**config.mk**
```make
export PLATFORM = sky130hd
export DESIGN_NAME = mac_rx_read_ctrl
export DESIGN_NICKNAME = d
export VERILOG_FILES = /design/src/rtl/mac_rx_pkg.sv /design/src/rtl/mac_rx_sat_cnt16.sv /design/src/rtl/mac_rx_read_ctrl.sv
export SDC_FILE = /design/constraint.sdc
export NUM_CORES = 1
export LEC_CHECK = 0
export ABC_AREA = 1
export BUFFER_PORTS_ARGS = -buffer_cell sky130_fd_sc_hd__buf_2
export CAP_MARGIN = 20
export CORE_MARGIN = 1.5
export CORE_UTILIZATION = 51
export CTS_BUF_LIST = sky130_fd_sc_hd__clkbuf_4
export CTS_CLUSTER_SIZE = 10
export DETAILED_ROUTE_END_ITERATION = 7
export GPL_TIMING_DRIVEN = 0
export HOLD_SLACK_MARGIN = 0.06
export PLACE_DENSITY_LB_ADDON = 0.08
export SLEW_MARGIN = 25
export SYNTH_ARGS = -nofsm -noshare
export SYNTH_HDL_FRONTEND = slang
export SYNTH_HIERARCHICAL = 1
export SYNTH_SLANG_ARGS = --single-unit
```
**constraint.sdc**
```tcl
create_clock -name i_clk -period 3 [get_ports i_clk]
set_clock_uncertainty 0.2 [all_clocks]
set_input_delay 0.9 -clock i_clk [delete_from_list [all_inputs] [get_ports i_clk]]
set_output_delay 0.9 -clock i_clk [all_outputs]
set_load 0.02 [all_outputs]
```
**src/rtl/mac_rx_pkg.sv**
```systemverilog
// mac_rx_pkg: constants and state encodings shared by the mac_rx read controller
// and its helpers.
//   FRAME_W          - width of one reader result / output frame in bits
//   DEF_FRAME_BYTES  - default FIFO occupancy needed before a read may start
//   DEF_READ_NUM     - default byte-count configuration driven to the reader
//   DEF_HDR_BYTE     - default required first byte of an accepted frame
//   state_t + IDLE..ABORT - read sequencer state encodings (3-bit)
package mac_rx_pkg;

    localparam int unsigned FRAME_W         = 96;
    localparam int unsigned DEF_FRAME_BYTES = 12;
    localparam logic [11:0] DEF_READ_NUM    = 12'd11;
    localparam logic [7:0]  DEF_HDR_BYTE    = 8'hAA;

    typedef logic [2:0] state_t;

    localparam state_t IDLE    = 3'd0;
    localparam state_t START   = 3'd1;
    localparam state_t BUSY    = 3'd2;
    localparam state_t RELEASE = 3'd3;
    localparam state_t ABORT   = 3'd4;

endpackage

```
**src/rtl/mac_rx_sat_cnt16.sv**
```systemverilog
// mac_rx_sat_cnt16: 16-bit event counter that sticks at 16'hFFFF instead of wrapping.
//   i_clk  - clock, all logic on posedge
//   i_clr  - synchronous clear, loads CLR_VAL (wins over i_inc)
//   i_inc  - count one event this cycle
//   o_cnt  - current count
module mac_rx_sat_cnt16 #(
    parameter logic [15:0] CLR_VAL = 16'h0000
) (
    input  logic        i_clk,
    input  logic        i_clr,
    input  logic        i_inc,
    output logic [15:0] o_cnt
);

    logic [15:0] r_cnt;

    always_ff @(posedge i_clk) begin
        if (i_clr) begin
            r_cnt <= CLR_VAL;
        end else if (i_inc && (r_cnt != 16'hFFFF)) begin
            r_cnt <= r_cnt + 16'd1;
        end
    end

    assign o_cnt = r_cnt;

endmodule

```
**src/rtl/mac_rx_read_ctrl.sv**
```systemverilog
// mac_rx_read_ctrl: frame-level sequencer for the mac_rx FIFO reader.
// Starts a read (fs) once a full frame sits in the RX FIFO, waits for the reader's
// frame-done (fd), checks the header byte of the 96-bit result and offers accepted
// frames downstream on a valid/ready handshake. Reads that never finish are aborted.
//   i_clk, i_rst  - clock and synchronous active-high reset
//   i_en          - permits new reads; an in-flight read always completes
//   i_fifo_count  - RX FIFO occupancy in bytes (sampled only while idle)
//   o_fifo_num    - reader byte-count configuration, constant READ_NUM
//   o_rd_fs       - frame-start request to the reader (START/BUSY)
//   i_rd_fd       - frame-done from the reader
//   o_rd_err      - one-cycle abort pulse to the reader
//   i_rd_res      - reader result; reader bit 0 (MSB of byte 0) is i_rd_res[95]
//   o_out_data    - accepted frame, held while o_out_valid && !i_out_ready
//   o_out_valid   - o_out_data valid
//   i_out_ready   - downstream accept
//   o_frame_cnt   - accepted frames (saturating)
//   o_drop_cnt    - header-mismatch frames (saturating)
//   o_tout_cnt    - timed-out reads (saturating)
module mac_rx_read_ctrl
    import mac_rx_pkg::*;
#(
    parameter int unsigned FRAME_BYTES = DEF_FRAME_BYTES,
    parameter logic [11:0] READ_NUM    = DEF_READ_NUM,
    parameter logic [7:0]  HDR_BYTE    = DEF_HDR_BYTE,
    parameter int unsigned TIMEOUT     = 1024,
    // Value the statistics counters take on reset
    parameter logic [15:0] CNT_INIT    = 16'h0000
) (
    input  logic               i_clk,
    input  logic               i_rst,
    input  logic               i_en,
    input  logic [11:0]        i_fifo_count,
    output logic [11:0]        o_fifo_num,
    output logic               o_rd_fs,
    input  logic               i_rd_fd,
    output logic               o_rd_err,
    input  logic [FRAME_W-1:0] i_rd_res,
    output logic [FRAME_W-1:0] o_out_data,
    output logic               o_out_valid,
    input  logic               i_out_ready,
    output logic [15:0]        o_frame_cnt,
    output logic [15:0]        o_drop_cnt,
    output logic [15:0]        o_tout_cnt
);

    state_t              r_state;
    state_t              w_state_d;
    logic [15:0]         r_timer;
    logic                r_out_valid;
    logic [FRAME_W-1:0]  r_out_data;

    logic                w_fifo_ok;
    logic                w_timer_exp;
    logic                w_hdr_ok;
    logic                w_rd_fs;
    logic                w_rd_err;
    logic                w_frame_inc;
    logic                w_drop_inc;
    logic                w_tout_inc;

    assign w_fifo_ok   = (i_fifo_count >= 12'(FRAME_BYTES));
    assign w_timer_exp = (r_timer == 16'(TIMEOUT - 1));
    // Reader numbers bits MSB-first, so its byte 0 is the top byte of the vector
    assign w_hdr_ok    = (i_rd_res[FRAME_W-1 -: 8] == HDR_BYTE);

    // State register
    always_ff @(posedge i_clk) begin
        if (i_rst) begin
            r_state <= IDLE;
        end else begin
            r_state <= w_state_d;
        end
    end

    // Next-state logic
    always_comb begin
        w_state_d = IDLE;
        case (r_state)
            IDLE: begin
                // Only one frame is ever held, so a pending output blocks a new read
                if (i_en && !r_out_valid && w_fifo_ok) begin
                    w_state_d = START;
                end else begin
                    w_state_d = IDLE;
                end
            end
            START: w_state_d = BUSY;
            BUSY: begin
                // Frame-done takes priority over an expiring timer
                if (i_rd_fd) begin
                    w_state_d = RELEASE;
                end else if (w_timer_exp) begin
                    w_state_d = ABORT;
                end else begin
                    w_state_d = BUSY;
                end
            end
            ABORT: w_state_d = RELEASE;
            RELEASE: begin
                // The reader drops fd once it sees fs low, so no timeout here
                if (i_rd_fd) begin
                    w_state_d = RELEASE;
                end else begin
                    w_state_d = IDLE;
                end
            end
            default: w_state_d = IDLE;
        endcase
    end

    // Output / event decode
    always_comb begin
        w_rd_fs     = 1'b0;
        w_rd_err    = 1'b0;
        w_frame_inc = 1'b0;
        w_drop_inc  = 1'b0;
        w_tout_inc  = 1'b0;
        case (r_state)
            START: w_rd_fs = 1'b1;
            BUSY: begin
                w_rd_fs     = 1'b1;
                w_frame_inc = i_rd_fd && w_hdr_ok;
                w_drop_inc  = i_rd_fd && !w_hdr_ok;
            end
            ABORT: begin
                w_rd_err   = 1'b1;
                w_tout_inc = 1'b1;
            end
            default: ;
        endcase
    end

    // Read timer: cleared in START, counts every BUSY cycle
    always_ff @(posedge i_clk) begin
        if (i_rst) begin
            r_timer <= 16'd0;
        end else if (r_state == START) begin
            r_timer <= 16'd0;
        end else if (r_state == BUSY) begin
            r_timer <= r_timer + 16'd1;
        end
    end

    // Output holding register; a capture can never coincide with a handshake
    // because reads only start while nothing is held.
    always_ff @(posedge i_clk) begin
        if (i_rst) begin
            r_out_valid <= 1'b0;
            r_out_data  <= '0;
        end else begin
            if (w_frame_inc) begin
                r_out_valid <= 1'b1;
                r_out_data  <= i_rd_res;
            end else if (r_out_valid && i_out_ready) begin
                r_out_valid <= 1'b0;
            end
        end
    end

    mac_rx_sat_cnt16 #(
        .CLR_VAL (CNT_INIT)
    ) u_frame_cnt (
        .i_clk (i_clk),
        .i_clr (i_rst),
        .i_inc (w_frame_inc),
        .o_cnt (o_frame_cnt)
    );

    mac_rx_sat_cnt16 #(
        .CLR_VAL (CNT_INIT)
    ) u_drop_cnt (
        .i_clk (i_clk),
        .i_clr (i_rst),
        .i_inc (w_drop_inc),
        .o_cnt (o_drop_cnt)
    );

    mac_rx_sat_cnt16 #(
        .CLR_VAL (CNT_INIT)
    ) u_tout_cnt (
        .i_clk (i_clk),
        .i_clr (i_rst),
        .i_inc (w_tout_inc),
        .o_cnt (o_tout_cnt)
    );

    assign o_fifo_num  = READ_NUM;
    assign o_rd_fs     = w_rd_fs;
    assign o_rd_err    = w_rd_err;
    assign o_out_valid = r_out_valid;
    assign o_out_data  = r_out_data;

endmodule

```
=== Yosys cells after proc, flatten, opt, wreduce, memory -nomap -nowiden ===
Cells that the tools add are included.

* Register bits: 164
* Logic and storage cells: 46

* Add/sub/neg operators: 4
* Magnitude comparators: 1
* Equal/unequal tests: 9
* Mux-type cells: 11
* Reductions and logical operators: 14

{| class="wikitable"
|+ Operators by type and width
! cell !! count
|-
| adder 16 x 1 -> 16 bit, second input constant || 4
|-
| inequality test 16 bit, second input constant || 3
|-
| equality test 16 x 10 -> 1 bit, second input constant || 1
|-
| case mux 3 bit (5 select lines) || 1
|-
| >= comparator 12 x 4 -> 1 bit, second input constant || 1
|-
| equality test 8 bit, second input constant || 1
|-
| logical AND 1 bit || 8
|-
| two-way mux 1 bit || 7
|-
| equality test 3 x 2 -> 1 bit, second input constant || 2
|-
| two-way mux 3 bit || 2
|-
| OR reduction 2 bit || 2
|-
| equality test 3 x 1 -> 1 bit, second input constant || 1
|-
| equality test 3 bit, second input constant || 1
|-
| logical NOT 3 bit || 1
|-
| logical NOT 1 bit || 2
|-
| two-way mux 2 bit || 1
|-
| nonzero test 2 bit || 1
|}

=== Depth between registers and ports, before layout ===
* Word-level depth: 5
* Mapped depth: 14
* Depth with buffers taken out: 12

=== By module ===
The synthesis kept the hierarchy.

{| class="wikitable"
|+ By module, submodules not included
! module !! instances !! cells each !! area an instance (um^2) !! sequential area each (um^2)
|-
| mac_rx_read_ctrl || 1 || 594 || 4479.3 || 2322.2
|-
| mac_rx_sat_cnt16 || 3 || 149 || 929.6 || 320.3
|}

=== Worst setup path after synthesis ===
OpenSTA, ideal clock, no wires.

* Path type: input port to flip-flop
* From: input port i_rd_res[92]
* To: register u_frame_cnt.r_cnt[13], in the netlist u_frame_cnt/o_cnt[13]
* Setup time: 115 ps
* Arrival: 2275 ps
* Slack: 410 ps
* Stages: 13
* Path buffers: 2
* Cell sequence: nor2_1 -> nand3_1 -> nor2_1 -> nand2_1 -> inv_2 -> buf_2 -> buf_2 -> nand3_1 -> or2_0 -> nor2_1 -> nand3_1 -> nand2_1 -> nor2_1

* Cells in the longest elaborated chain, start to end: 4

{| class="wikitable"
|+ Ends and longest elaborated chain
! what !! RTL line !! source
|-
| from (decl) || mac_rx_read_ctrl.sv:37 || <nowiki>input logic [FRAME_W-1:0] i_rd_res,</nowiki>
|-
| equality test 8 bit || mac_rx_read_ctrl.sv:64 || <nowiki>assign w_hdr_ok = (i_rd_res[FRAME_W-1 -: 8] == HDR_BYTE);</nowiki>
|-
| logical AND 1 bit || mac_rx_read_ctrl.sv:122 || <nowiki>w_frame_inc = i_rd_fd && w_hdr_ok;</nowiki>
|-
| two-way mux 1 bit || mac_rx_read_ctrl.sv:118 || <nowiki>case (r_state)</nowiki>
|-
| via w_frame_inc || mac_rx_read_ctrl.sv:57 || <nowiki>logic w_frame_inc;</nowiki>
|-
| logical AND 1 bit || mac_rx_sat_cnt16.sv:20 || <nowiki>end else if (i_inc && (r_cnt != 16'hFFFF)) begin</nowiki>
|-
| to (signal assigned) || mac_rx_sat_cnt16.sv:21 || <nowiki>r_cnt <= r_cnt + 16'd1;</nowiki>
|-
| to (decl) || mac_rx_sat_cnt16.sv:15 || <nowiki>logic [15:0] r_cnt;</nowiki>
|}

The timed path passes the listed nets, and every way through them passes these cells.
A chain may end at the register's enable or synchronous reset.

=== Final worst setup path ===
* From: register r_state[1]
* To: output port o_rd_err

* Cells in the longest elaborated chain, start to end: 2

{| class="wikitable"
|+ Ends and longest elaborated chain
! what !! RTL line !! source
|-
| from (decl) || mac_rx_read_ctrl.sv:46 || <nowiki>state_t r_state;</nowiki>
|-
| from (signal assigned) || mac_rx_read_ctrl.sv:71 || <nowiki>r_state <= w_state_d;</nowiki>
|-
| equality test 3 bit || mac_rx_read_ctrl.sv:118 ||
|-
| two-way mux 1 bit || mac_rx_read_ctrl.sv:118 ||
|-
| to (decl) || mac_rx_read_ctrl.sv:36 || <nowiki>output logic o_rd_err,</nowiki>
|}

Every way passes these cells.

==> impl.org <==
** Logic synthesis
- Counting flops with a built-in enable in the synthesized netlist gives 0.
- The average instance in the mapped netlist occupies around 7.0 um^2.
- After synthesis, the cell types taking the most area are dfxtp_1 (45%), nor2_1 (16%), nand2_1 (9.6%).
- The largest total area in the synthesized netlist belongs to dfxtp_1.
- #FFs+latches synth :: approximately 160
- The top cell type by area accounts for 45.2% of the synthesized area.
- Synthesis Warnings :: 6
- Ys async rst share :: 0%
- Post-synthesis instance area :: just over 0.007 mm^2
- Among all flip-flop cells after synthesis, the most frequent one is dfxtp_1.
- The netlist uses 30 different library cells.
- In the synthesized netlist, the number of instances is 1041.
- Post-synthesis sequential area ratio :: between 40% and 50%

** Routing
- Via-per-instance ratio :: approximately 4.8
- Count of antenna-violating nets left after detailed routing :: 0
- For this run, design rule violations remaining after detail routing come to 0.
- After the first detailed-routing iteration, the DRC count stood at 444.
- Iteration count of the initial detailed-routing pass :: 5
- After detailed routing, the average wire length per cell comes to about 13 um.
- Total Routed Length :: 19400 um
- Number of vias after detailed routing :: 7340

** Finish
- Area grow syn2layout :: 25.4%
- Number of nets in the final layout :: approximately 1400
- In the final layout, the share of cells above drive strength 1 is between 20% and 30%.

** Die
- Starting density of the core :: a little over half
- Row cnt :: 43
- The die covers approximately 0.015 mm^2.
- The region available for standard cell placement spans between 0.01 and 0.015 mm^2.
- For this design the top-level I/O count stands at 272.
- Measured along the x axis, the die boundary spans approximately 120 um.
- Die Span Y :: about 120 um

** CTS
- The tree is rooted in a clkbuf_4.
- Clock insertion delay at the later pin of the skew report :: about 0.57 ns
- Clock tree synthesis inserted a total of 17 buffers.
- Clock tree from TritonCTS :: yes
- Gates resized during post-CTS repair numbered 0.
- The clock net in this run drives a total of ~160 sinks.
- After clock tree synthesis, the clock-pin slew on the worst setup and hold paths is 0.13 ns.
- Number of buffers on the longest clock path :: 2
- Setup repair bufs after CTS :: 0
- Hold-fix buffer count after cts :: 0
- Number of levels in the clock H-tree :: 4

** Global route
- Initial antenna violation count :: 2
- The number of global-route vias before repair is roughly 6500.
- Total global routing overflow :: 0
- For this run, the total global-route usage over all layers was measured as approximately a quarter.
- The first global-routing pass estimated just over 30000 um of wire.
- Entering global routing, the biggest net connects 17 pins.

** Setup path
- CP endpoint :: o_rd_err
- The critical path contains buffers and inverters numbering 2 combined.
- Data on the critical path arrives at its endpoint at around 1.7 ns.
- Critical path depth in cells :: 4
- The worst register-to-register path ends at u_frame_cnt/o_cnt[13]$_SDFFE_PP0P_.
- Number of cells on the worst reg-to-reg path :: 13
- The cell family contributing the most delay on the critical path is flip-flops.
- STA classifies the critical path endpoint as an output pin.
- Series of cell instances along the critical path :: inv_1, nand2_1, nor2_1, buf_2
- Critical path startpoint category :: flop
- Register-to-register setup slack :: 0.55 ns
- Worst-path maximum fanout :: 4
- Delay of the slowest cell on the worst path :: roughly 0.38 ns
- Reg-to-reg startpoint :: r_state[2]$_SDFF_PP0_
- At the worst endpoint, the required time is approximately 1.9 ns.
- Cell with the biggest individual delay on the critical path :: dfxtp_1
- Critical path origin :: r_state[1]$_SDFF_PP0_
- The critical path is of the flop to output pin type.

** Placed design
- Count of input and output buffers :: roughly 260
- At the end of routability-driven placement, the weighted congestion stood at 0.886.
- HPWL after detailed placement :: 15100 um

** Power and ir drop
- The internal power of the cells totals approximately 2.9 mW.
- In this run switching power makes up around 24% of total power.
- Share of total power in sequential cells :: a little under 60%
- Of the total power, the clock network draws a little over a third.
- Switching Power :: about 0.92 mW
- VDD sags by at most approximately 0.28 mV.
- Pwr per Cell Area :: approximately 410 mW/mm^2
- In this run, the combinational gates consume roughly 6.5% of the power.
- The analysis attributes to cell leakage a power of 4.23 nW.

** Timing
- Setup TNS Final :: 0 ns
- Part of the cycle the worst path needs :: approximately 92%
- For the pin with the worst max-slew slack, the measured transition is about 0.53 ns.
- Slew margin rel. :: approximately 65%
- Max-slew violation count :: 0
- Hold is met by 0.251 ns.
- The smallest clock period supported by the final layout is computed as between 2 and 3 ns.
- Setup violations, final :: 0
- Setup repair after global routing left no endpoint under its margin.
- The final hold violation count came to 0.
- Peak clock frequency supported by timing :: 364 MHz

** Flow run
- Max-cap violations in this run came to 0.

** Status
- The run finished with clean final reports.

** Worst hold path
- The tightest min-delay check is of the flop to flop type.
## synthesized netlist by cell type (6+ instances only)
| master | number |
|---|---|
| inv_1 | 52 |
| nor3_1 | 8 |
| nand2_1 | 186 |
| o21ai_1 | 90 |
| or2_0 | 7 |
| a21oi_1 | 37 |
| inv_2 | 7 |
| nand3_1 | 46 |
| nor2_4 | 6 |
| nand4_1 | 13 |
| nand2_2 | 6 |
| buf_4 | 13 |
| buf_2 | 17 |
| nor2_1 | 313 |
| nor2_2 | 34 |
| clkbuf_1 | 11 |
| dfxtp_1 | 164 |
## layout make-up
cell class | count | area [um^2]
Fill cell | 1350 | 4770
Multi-Input combinational cell | 778 | 3470
Sequential cell | 164 | 3280
Timing Repair Buffer | 257 | 1290
Buffer | 50 | 333
Tap cell | 180 | 225
Inverter | 59 | 221
Clock inverter | 15 | 161
Clock buffer | 17 | 128
Antenna cell | 2 | 5.00
## sequential cells by signal, summed over array words and instances (netlist names)
signal	flops
o_out_data	96
o_out_valid	1
r_state	3
r_timer	16
u_drop_cnt/o_cnt	16
u_frame_cnt/o_cnt	16
u_tout_cnt/o_cnt	16
## cell families after synthesis
| group | count (synthesis) | share of synthesized area [%] |
|---|---|---|
| and+or+nand+nor | 624 | 36.7 |
| adders and majority gates | 4 | 0.689 |
| AOI/OAI and AO/OA | 137 | 9.55 |
| xor gates and xnor gates | 1 | 0.121 |
| DFF | 164 | 45.2 |
| buffers and inverters | 109 | 7.63 |
| other | 2 | 0.103 |
## worst min path at each step
stage / start / endpoint / slack (ns) / cells after the start
2_1_floorplan: r_timer[8]$_SDFFE_PP0P_ / r_timer[8]$_SDFFE_PP0P_ / 0.24 / 2
3_3_place_gp: o_out_data[88]$_SDFFE_PP0P_ / o_out_data[88]$_SDFFE_PP0P_ / 0.23 / 2
3_5_place_dp: o_out_data[88]$_SDFFE_PP0P_ / o_out_data[88]$_SDFFE_PP0P_ / 0.23 / 2
4_1_cts: o_out_data[88]$_SDFFE_PP0P_ / o_out_data[88]$_SDFFE_PP0P_ / 0.25 / 2
5_1_grt: o_out_data[88]$_SDFFE_PP0P_ / o_out_data[88]$_SDFFE_PP0P_ / 0.29 / 2
6_report: o_out_data[88]$_SDFFE_PP0P_ / o_out_data[88]$_SDFFE_PP0P_ / 0.25 / 2
## through the flow
| step | worst slack (ns) | cell area, um^2 | util, % | total power, mW | instances |
|---|---|---|---|---|---|
| after global routing | 0.148 | 9110 | 65.6 | 3.93 | 1522 |
| after CTS | 0.220 | 9110 | 65.6 | 3.82 | 1520 |
| final | 0.254 | 9110 | 65.6 | 3.78 | 1522 |
| after floorplan | 0.410 | 7310 | - | 2.38 | 1051 |
| after detailed placement | -0.0739 | 8820 | 63.5 | 2.49 | 1488 |
| after global placement | 0.00465 | 8820 | 63.5 | 2.48 | 1488 |
## worst reg2reg max path: stages (launching register included)
cell     delay [ns]
dfxtp_1        0.35
inv_2          0.12
nand3_4        0.15
nor2_2         0.16
nand2_1        0.10
inv_2          0.10
buf_2          0.27
buf_2          0.25
nand3_1        0.11
or2_0          0.21
nor2_1         0.15
nand3_1        0.09
nand2_1        0.08
nor2_1         0.04
## layer usage
metal,share of wire (%),vias up,global-route usage [%]
li1,-,3851,-
met1,43,3232,31.3
met2,48,220,44.0
met3,6.1,37,5.95
met4,3.0,0,11.2
met5,0,-,0
## cells in the final DEF (no fill, tap or decap), types with 20 or more instances in the layout
cell and instances:
o21ai_1 90, nor2_2 34, nand3_1 46, nand2_1 186
buf_2 274, inv_1 52, dfxtp_1 164, clkbuf_4 20
nor2_1 313, a21oi_1 37
## power by group through the flow
stage	Sequential (mW)	Combinational [mW]	Clock [mW]
finish	2.19	0.246	1.34
global route	2.19	0.277	1.46
floorplan	2.24	0.137	0
CTS	2.19	0.247	1.38
detailed placement	2.24	0.246	0
global placement	2.24	0.243	0
No activity file was read; power rests on OpenSTA's default activity.
